==> src/rtl/bg_color_sequencer_if.sv <==
// rtl/bg_color_sequencer_if.sv - control and palette-select signals of the background colour sequencer
interface bg_color_sequencer_if;
    logic       frame_clk;
    logic       run;
    logic       set_load;
    logic [3:0] set_index;
    logic       flash_req;
    logic [3:0] bgcolor;
    logic       flash_busy;
    logic       frame_tick;

    modport master (
        output frame_clk, run, set_load, set_index, flash_req,
        input  bgcolor, flash_busy, frame_tick
    );

    modport slave (
        input  frame_clk, run, set_load, set_index, flash_req,
        output bgcolor, flash_busy, frame_tick
    );
endinterface

==> src/rtl/bg_color_sequencer.sv <==
// rtl/bg_color_sequencer.sv - frame-timed background palette index sequencer with flash override
// Optional macro BG_PINGPONG_EN: ping-pong stepping instead of wrap-around.
module bg_color_sequencer #(
    parameter int FRAMES_PER_STEP = 8,
    parameter int FLASH_FRAMES    = 4,
    parameter int MAX_INDEX       = 7,
    parameter int FLASH_INDEX     = 8
) (
    input  logic                  Clk,
    input  logic                  Reset_n,
    bg_color_sequencer_if.slave   bus
);

    localparam logic [3:0] MAX_I      = 4'(MAX_INDEX);
    localparam logic [3:0] FLASH_I    = 4'(FLASH_INDEX);
    localparam logic [7:0] STEP_LAST  = 8'(FRAMES_PER_STEP - 1);
    localparam logic [7:0] FLASH_LAST = 8'(FLASH_FRAMES - 1);

    typedef enum logic [1:0] {
        S_HOLD  = 2'd0,
        S_CYCLE = 2'd1,
        S_FLASH = 2'd2
    } state_t;

    // Reset asserts asynchronously but releases on a clock edge.
    logic [1:0] rst_sync;
    logic       rst_int_n;

    always_ff @(posedge Clk or negedge Reset_n) begin
        if (!Reset_n) begin
            rst_sync <= 2'b00;
        end else begin
            rst_sync <= {rst_sync[0], 1'b1};
        end
    end

    assign rst_int_n = rst_sync[1];

    logic fc_s1;
    logic fc_s2;
    logic fc_hist;
    logic tick_q;

    always_ff @(posedge Clk or negedge rst_int_n) begin
        if (!rst_int_n) begin
            fc_s1   <= 1'b0;
            fc_s2   <= 1'b0;
            fc_hist <= 1'b0;
            tick_q  <= 1'b0;
        end else begin
            fc_s1   <= bus.frame_clk;
            fc_s2   <= fc_s1;
            fc_hist <= fc_s2;
            tick_q  <= fc_s2 & ~fc_hist;
        end
    end

    state_t     state;
    logic [3:0] index;
    logic [3:0] bgcolor_q;
    logic       busy_q;
    logic [7:0] step_cnt;
    logic [7:0] flash_cnt;
    logic [3:0] load_val;
    logic [3:0] step_val;
    logic       step_en;

    always_comb begin
        load_val = (bus.set_index > MAX_I) ? MAX_I : bus.set_index;
    end

    always_comb begin
        step_en = (state == S_CYCLE) && !bus.flash_req && !bus.set_load &&
                  bus.run && tick_q && (step_cnt == STEP_LAST);
    end

`ifdef BG_PINGPONG_EN
    logic dir_up;
    logic step_dir_up;

    // Endpoints force the direction so a load onto an end steps away from it.
    always_comb begin
        step_dir_up = dir_up;
        if (index == MAX_I) begin
            step_dir_up = 1'b0;
        end else if (index == 4'd0) begin
            step_dir_up = 1'b1;
        end
        if (MAX_I == 4'd0) begin
            step_val = 4'd0;
        end else if (step_dir_up) begin
            step_val = index + 4'd1;
        end else begin
            step_val = index - 4'd1;
        end
    end

    always_ff @(posedge Clk or negedge rst_int_n) begin
        if (!rst_int_n) begin
            dir_up <= 1'b1;
        end else if (step_en) begin
            dir_up <= step_dir_up;
        end
    end
`else
    always_comb begin
        step_val = (index == MAX_I) ? 4'd0 : index + 4'd1;
    end
`endif

    // index is left untouched during FLASH, so it doubles as the saved index.
    always_ff @(posedge Clk or negedge rst_int_n) begin
        if (!rst_int_n) begin
            state     <= S_HOLD;
            index     <= 4'd0;
            bgcolor_q <= 4'd0;
            busy_q    <= 1'b0;
            step_cnt  <= 8'd0;
            flash_cnt <= 8'd0;
        end else if (bus.flash_req) begin
            state     <= S_FLASH;
            flash_cnt <= 8'd0;
            bgcolor_q <= FLASH_I;
            busy_q    <= 1'b1;
        end else if (bus.set_load) begin
            index    <= load_val;
            step_cnt <= 8'd0;
            if (state != S_FLASH) begin
                bgcolor_q <= load_val;
            end
        end else begin
            case (state)
                S_HOLD: begin
                    if (bus.run) begin
                        state    <= S_CYCLE;
                        step_cnt <= 8'd0;
                    end
                end
                S_CYCLE: begin
                    if (!bus.run) begin
                        state <= S_HOLD;
                    end else if (step_en) begin
                        index     <= step_val;
                        bgcolor_q <= step_val;
                        step_cnt  <= 8'd0;
                    end else if (tick_q) begin
                        step_cnt <= step_cnt + 8'd1;
                    end
                end
                S_FLASH: begin
                    if (tick_q) begin
                        if (flash_cnt == FLASH_LAST) begin
                            state     <= bus.run ? S_CYCLE : S_HOLD;
                            step_cnt  <= 8'd0;
                            flash_cnt <= 8'd0;
                            bgcolor_q <= index;
                            busy_q    <= 1'b0;
                        end else begin
                            flash_cnt <= flash_cnt + 8'd1;
                        end
                    end
                end
                default: begin
                    state <= S_HOLD;
                end
            endcase
        end
    end

    assign bus.bgcolor    = bgcolor_q;
    assign bus.flash_busy = busy_q;
    assign bus.frame_tick = tick_q;

endmodule

==> src/flat_wrapper.sv <==
// flat-port wrapper written by rule: the top's interface ports become plain ports
module bg_color_sequencer_flat 
#(
    parameter int FRAMES_PER_STEP = 8,
    parameter int FLASH_FRAMES    = 4,
    parameter int MAX_INDEX       = 7,
    parameter int FLASH_INDEX     = 8
)
  (Clk, Reset_n, bus_frame_clk, bus_run, bus_set_load, bus_set_index, bus_flash_req, bus_bgcolor, bus_flash_busy, bus_frame_tick);
  bg_color_sequencer_if bus_i ();
  input  logic Clk;
  input  logic Reset_n;
  input wire logic [$bits(bus_i.frame_clk)-1:0] bus_frame_clk;
  input wire logic [$bits(bus_i.run)-1:0] bus_run;
  input wire logic [$bits(bus_i.set_load)-1:0] bus_set_load;
  input wire logic [$bits(bus_i.set_index)-1:0] bus_set_index;
  input wire logic [$bits(bus_i.flash_req)-1:0] bus_flash_req;
  output wire logic [$bits(bus_i.bgcolor)-1:0] bus_bgcolor;
  output wire logic [$bits(bus_i.flash_busy)-1:0] bus_flash_busy;
  output wire logic [$bits(bus_i.frame_tick)-1:0] bus_frame_tick;
  assign bus_i.frame_clk = bus_frame_clk;
  assign bus_i.run = bus_run;
  assign bus_i.set_load = bus_set_load;
  assign bus_i.set_index = bus_set_index;
  assign bus_i.flash_req = bus_flash_req;
  assign bus_bgcolor = bus_i.bgcolor;
  assign bus_flash_busy = bus_i.flash_busy;
  assign bus_frame_tick = bus_i.frame_tick;
  bg_color_sequencer #(.FRAMES_PER_STEP(FRAMES_PER_STEP), .FLASH_FRAMES(FLASH_FRAMES), .MAX_INDEX(MAX_INDEX), .FLASH_INDEX(FLASH_INDEX)) u_core (.Clk(Clk), .Reset_n(Reset_n), .bus(bus_i));
endmodule
==> config.mk <==
export PLATFORM = sky130hd
export DESIGN_NAME = bg_color_sequencer_flat
export DESIGN_NICKNAME = d
export VERILOG_FILES = /design/src/rtl/bg_color_sequencer_if.sv /design/src/rtl/bg_color_sequencer.sv /design/src/flat_wrapper.sv
export SDC_FILE = /design/constraint.sdc
export NUM_CORES = 1
export LEC_CHECK = 0
export BUFFER_PORTS_ARGS = -buffer_cell sky130_fd_sc_hd__buf_4
export CORE_AREA = 2 2 91 93
export CTS_BUF_LIST = sky130_fd_sc_hd__clkbuf_8
export DETAILED_ROUTE_END_ITERATION = 16
export DIE_AREA = 0 0 93 95
export PLACE_DENSITY_LB_ADDON = 0.05
export SYNTH_ARGS = -nofsm -noshare
export SYNTH_HDL_FRONTEND = slang
export SYNTH_SLANG_ARGS = --single-unit
==> constraint.sdc <==
create_clock -name Clk -period 1.7 [get_ports Clk]
set_input_delay 0.34 -clock Clk [delete_from_list [all_inputs] [get_ports Clk]]
set_output_delay 0.34 -clock Clk [all_outputs]
set_load 0.005 [all_outputs]
==> run summary <==
16 I/O pins were placed. The power density over the cells came out at 672 nW/um^2. The slack of the worst reg-to-reg path is -0.21 ns. The slowest stage of the critical path is the sky130_fd_sc_hd__a211oi_4 cell. The delay of the slowest critical-path stage came out at 0.45 ns. The via density per instance is 4.71. The leakage power came out at 1.24 nW. The count of yosys warnings during synthesis is 0. In this run the critical register-to-register path is launched from u_core.flash_cnt[0]. The synthesis-stage register bit count is 33. The level count of the clock H-tree came out at 2. The cell depth of the worst min-delay path is 1. The post-route worst setup slack came out at -0.214 ns. The count of endpoints failing hold in the final timing report came out at 0.

The floorplan step set the die height to 95 um. For this design, the sink count on the clock tree is 33. The die footprint is 8840 um^2. The critical setup path kind is flop to flop. The worst setup path is captured at a flop. The portion of synthesized cell area occupied by the leading cell type came out at 0.431.

The met2 wire length came out at 2800 um. The final reports fail on negative setup slack. The fraction of power consumed by combinational cells came out at 0.239. The global-route congestion overflow total is 0. Routed signal wires occupy layers up through met4.

The upper clock frequency limit came out at 522 MHz. The run finished, with violations left. The number of global-route vias before repair is 1814. Summing all non-filler instances in the final layout gives an area of 2890 um^2.

The post-synthesis to final-layout area growth is 50.8%. The clock passes through at most 2 buffers. The critical path data required time is 1.88 ns.

Entering global routing, the biggest net connects 32 pins. The initial antenna violation count came out at 0. The part of the Yosys area used for sequential elements came out at 0.431. Across the routed clock network, the largest skew measured is 0.0114 ns. The startpoint identified for the worst hold timing path is bus_frame_clk. Max-cap violations in this run came to 0. The class of the worst hold path is primary input to flop.

The global-route wire length before repair is 9070 um. The number of routed nets with antenna violations is 0. Sorting the synthesized cells by area gives the leading types as sky130_fd_sc_hd__dfrtp_1 (43%), sky130_fd_sc_hd__ha_1 (3.9%), sky130_fd_sc_hd__o21ai_0 (3.7%). The final critical delay including setup and external delays is 1.91 ns. The clock-pin slew of the registers on the worst-case setup and hold paths came out at 0.08 ns. The diode insertion count for antenna repair came out at 0.

Synthesis produced 192 cells. For this configuration, the core starts out at a cell density of 0.242. The cell sitting at the root of the clock tree is a sky130_fd_sc_hd__clkbuf_8.

In this run, the number of DRC markers left after iteration 0 of detailed routing was 23. Leaving out fill and tap cells, the most frequent cells in the layout are sky130_fd_sc_hd__buf_4 (72), sky130_fd_sc_hd__dfrtp_1 (33), sky130_fd_sc_hd__nor2_1 (13). The clock share of power came out at 0.314. Internal power comes to 1.36 mW.

The number of distinct standard cells referenced by the synthesized netlist came out at 49. The switching power is 0.585 mW. TritonCTS built the clock tree. Port buffering added 15 buffers. The fraction of layout cells with a size suffix above 1 came out at 0.496. In the detailed route, the total length drawn on met3 is 111 um. In the finished design, the share of the clock period the worst path needs comes to 1.13.

The overall via count from detail_route came out at 1758. The total routed wirelength came out at 5370 um. The area of the mapped netlist is 1920 um^2.

The die extent in x is 93 um. The worst setup path is launched from a flop. The HPWL after detailed placement is 3880 um. The library cell used most frequently in the layout, excluding fill and tap cells, is sky130_fd_sc_hd__buf_4. Of all cell types, the one taking the most synthesized area is sky130_fd_sc_hd__dfrtp_1. The clock reaches the later pin of the worst-skew pair after 0.29 ns.

The detail-routed net length per standard cell is 14.4 um. The relative contribution of sequential cells to total power is 0.447. The final number of max-transition violations came out at 0. Data on the critical path arrives at its endpoint at 2.09 ns. The weighted congestion reported at the end of routability-driven placement is 0.818. The total routing usage reported by global routing came out at 0.132. Among all flip-flop cells after synthesis, the most frequent one is sky130_fd_sc_hd__dfrtp_1. The total nets after synthesis came out at 208.

In this run, CTS created clock tree buffers numbering 5. After detailed routing, the wire length on met1 is 2380 um. In the synthesized netlist the async set-or-reset flop fraction comes to 1.00.

The maximum fanout encountered on the critical timing path is 7. Traced cell by cell, the critical path runs through ha_2 -> or2b_4 -> nor4_2 -> buf_4 -> a211oi_4 -> nor4_2 -> a211o_1. The worst flop-to-flop path endpoint is u_core.bus.bgcolor[0]. By instance count, the cell type seen most on the critical path is sky130_fd_sc_hd__nor4_2. Setup violations remaining at the end of the flow were counted as 17.

The length in cells of the worst reg-to-reg path is 7. Setup repair after global routing could not meet its margin everywhere. The worst hold path terminates at u_core.fc_s1. The area of the core is 7930 um^2. After detailed routing, the number of remaining DRC violations is 0. IR analysis of the VDD net gives a maximum drop of 323 uV. In the final design database the tool counted 283 nets. The cell area after placement came out at 2520 um^2. The setup TNS after final layout came out at -1.97 ns. The count of flip-flops with a built-in enable after synthesis came out at 0. The switching power share of the total is 0.301. The standard-cell row count came out at 33. The synthesized area divided by synthesized cell count came out at 9.98 um^2. The first TritonRoute pass finished after 4 iterations.
-- critical path: cells and delay by family (launching register included) --
| kind | cells | cell delay, ns |
|---|---|---|
| flops | 1 | 0.39 |
| fa+ha+maj | 1 | 0.19 |
| compound gates | 2 | 0.73 |
| simple gates | 3 | 0.36 |
| buf+inv | 1 | 0.14 |
-- routing by layer --
| layer | track usage | vias up |
|---|---|---|
| met1 | 0.162 | 882 |
| met5 | 0 | - |
| met4 | 0.0441 | 0 |
| met2 | 0.237 | 18 |
| li1 | - | 853 |
| met3 | 0.0215 | 5 |
-- metrics by stage --
stage,utilization,hold WS (ns),std cells,setup slack [ns],total power [mW]
floorplan,-,0.0444,192,-0.283,1.09
global placement,0.318,0.123,357,-0.306,1.29
detailed placement,0.318,0.123,357,-0.342,1.30
CTS,0.348,0.128,369,-0.226,1.97
global route,0.365,0.132,373,-0.292,2.06
finish,0.365,0.150,373,-0.214,1.94
-- power by group through the flow --
stage                     registers [mW]  clock network (mW)  logic (mW)
after global placement             0.881                   0       0.406
after CTS                          0.870               0.658       0.443
after floorplan                    0.892                   0       0.195
final                              0.869               0.610       0.464
after global routing               0.876               0.680       0.505
after detailed placement           0.885                   0       0.410
-- how the worst max path moves through the flow --
| stage | from | end | slack, ns |
|---|---|---|---|
| after detailed placement | u_core.flash_cnt[3] | u_core.step_cnt[6] | -0.34 |
| final | u_core.flash_cnt[0] | u_core.bus.bgcolor[0] | -0.21 |
| after CTS | u_core.flash_cnt[3] | u_core.step_cnt[6] | -0.23 |
| after global placement | u_core.flash_cnt[3] | u_core.step_cnt[6] | -0.31 |
| after floorplan | u_core.flash_cnt[3] | u_core.step_cnt[6] | -0.28 |
| after global routing | u_core.flash_cnt[3] | u_core.state[0] | -0.29 |
-- state kept, by name (all words and copies together), names as in the netlist --
name,cells
u_core.bus.flash_busy,1
u_core.index,4
u_core.bus.bgcolor,4
u_core.fc_hist,1
u_core.state,2
u_core.fc_s2,1
u_core.fc_s1,1
u_core.flash_cnt,8
u_core.step_cnt,8
u_core.rst_sync,2
u_core.bus.frame_tick,1
-- synth_stat cells (2+ instances only) --
cell type	n
sky130_fd_sc_hd__a211oi_1	2
sky130_fd_sc_hd__nor2b_1	2
sky130_fd_sc_hd__or3_1	2
sky130_fd_sc_hd__xnor2_1	3
sky130_fd_sc_hd__xor2_1	3
sky130_fd_sc_hd__or4_1	2
sky130_fd_sc_hd__a21oi_1	8
sky130_fd_sc_hd__o2111ai_1	2
sky130_fd_sc_hd__nand2_1	16
sky130_fd_sc_hd__nor4_1	6
sky130_fd_sc_hd__and3_1	3
sky130_fd_sc_hd__o31ai_2	4
sky130_fd_sc_hd__clkbuf_1	5
sky130_fd_sc_hd__a211o_1	3
sky130_fd_sc_hd__nand2b_1	3
sky130_fd_sc_hd__nor3b_1	3
sky130_fd_sc_hd__ha_1	6
sky130_fd_sc_hd__a21o_1	4
sky130_fd_sc_hd__o21ai_0	14
sky130_fd_sc_hd__nand3_1	10
sky130_fd_sc_hd__inv_1	8
sky130_fd_sc_hd__dfrtp_1	33
sky130_fd_sc_hd__o31ai_1	2
sky130_fd_sc_hd__o21bai_1	2
sky130_fd_sc_hd__nor3_1	6
sky130_fd_sc_hd__mux2i_1	2
sky130_fd_sc_hd__nand3b_1	2
sky130_fd_sc_hd__o311ai_4	2
sky130_fd_sc_hd__nor2_1	14
-- area by class of cell --
type	instances	area, um^2
Fill cell	822	5040
Multi-Input combinational cell	144	1240
Sequential cell	33	826
Timing Repair Buffer	75	573
Tap cell	105	131
Clock buffer	5	68.8
Inverter	8	30.0
Clock inverter	3	22.5
-- cells by family (layout without fill, tap and decap cells) --
| kind of cell | Yosys count | count (layout) | share of synthesized area |
|---|---|---|---|
| fa+ha+maj | 6 | 6 | 0.0392 |
| mux | 3 | 3 | 0.0163 |
| flops | 33 | 33 | 0.431 |
| simple gates | 77 | 77 | 0.225 |
| buf+inv | 15 | 91 | 0.0339 |
| compound gates | 51 | 51 | 0.225 |
| xor+xnor | 6 | 6 | 0.0274 |
| other cells | 1 | 1 | 0.00196 |
-- timing repair --
action,in CTS,in global routing
pin swaps,14,12
setup endpoints to repair,24,25
hold endpoints to repair,2,0
buffers inserted,3,4
hold buffers,1,0
gates resized for setup,28,21
cloned,0,0
No activity file was read; power rests on OpenSTA's default activity.
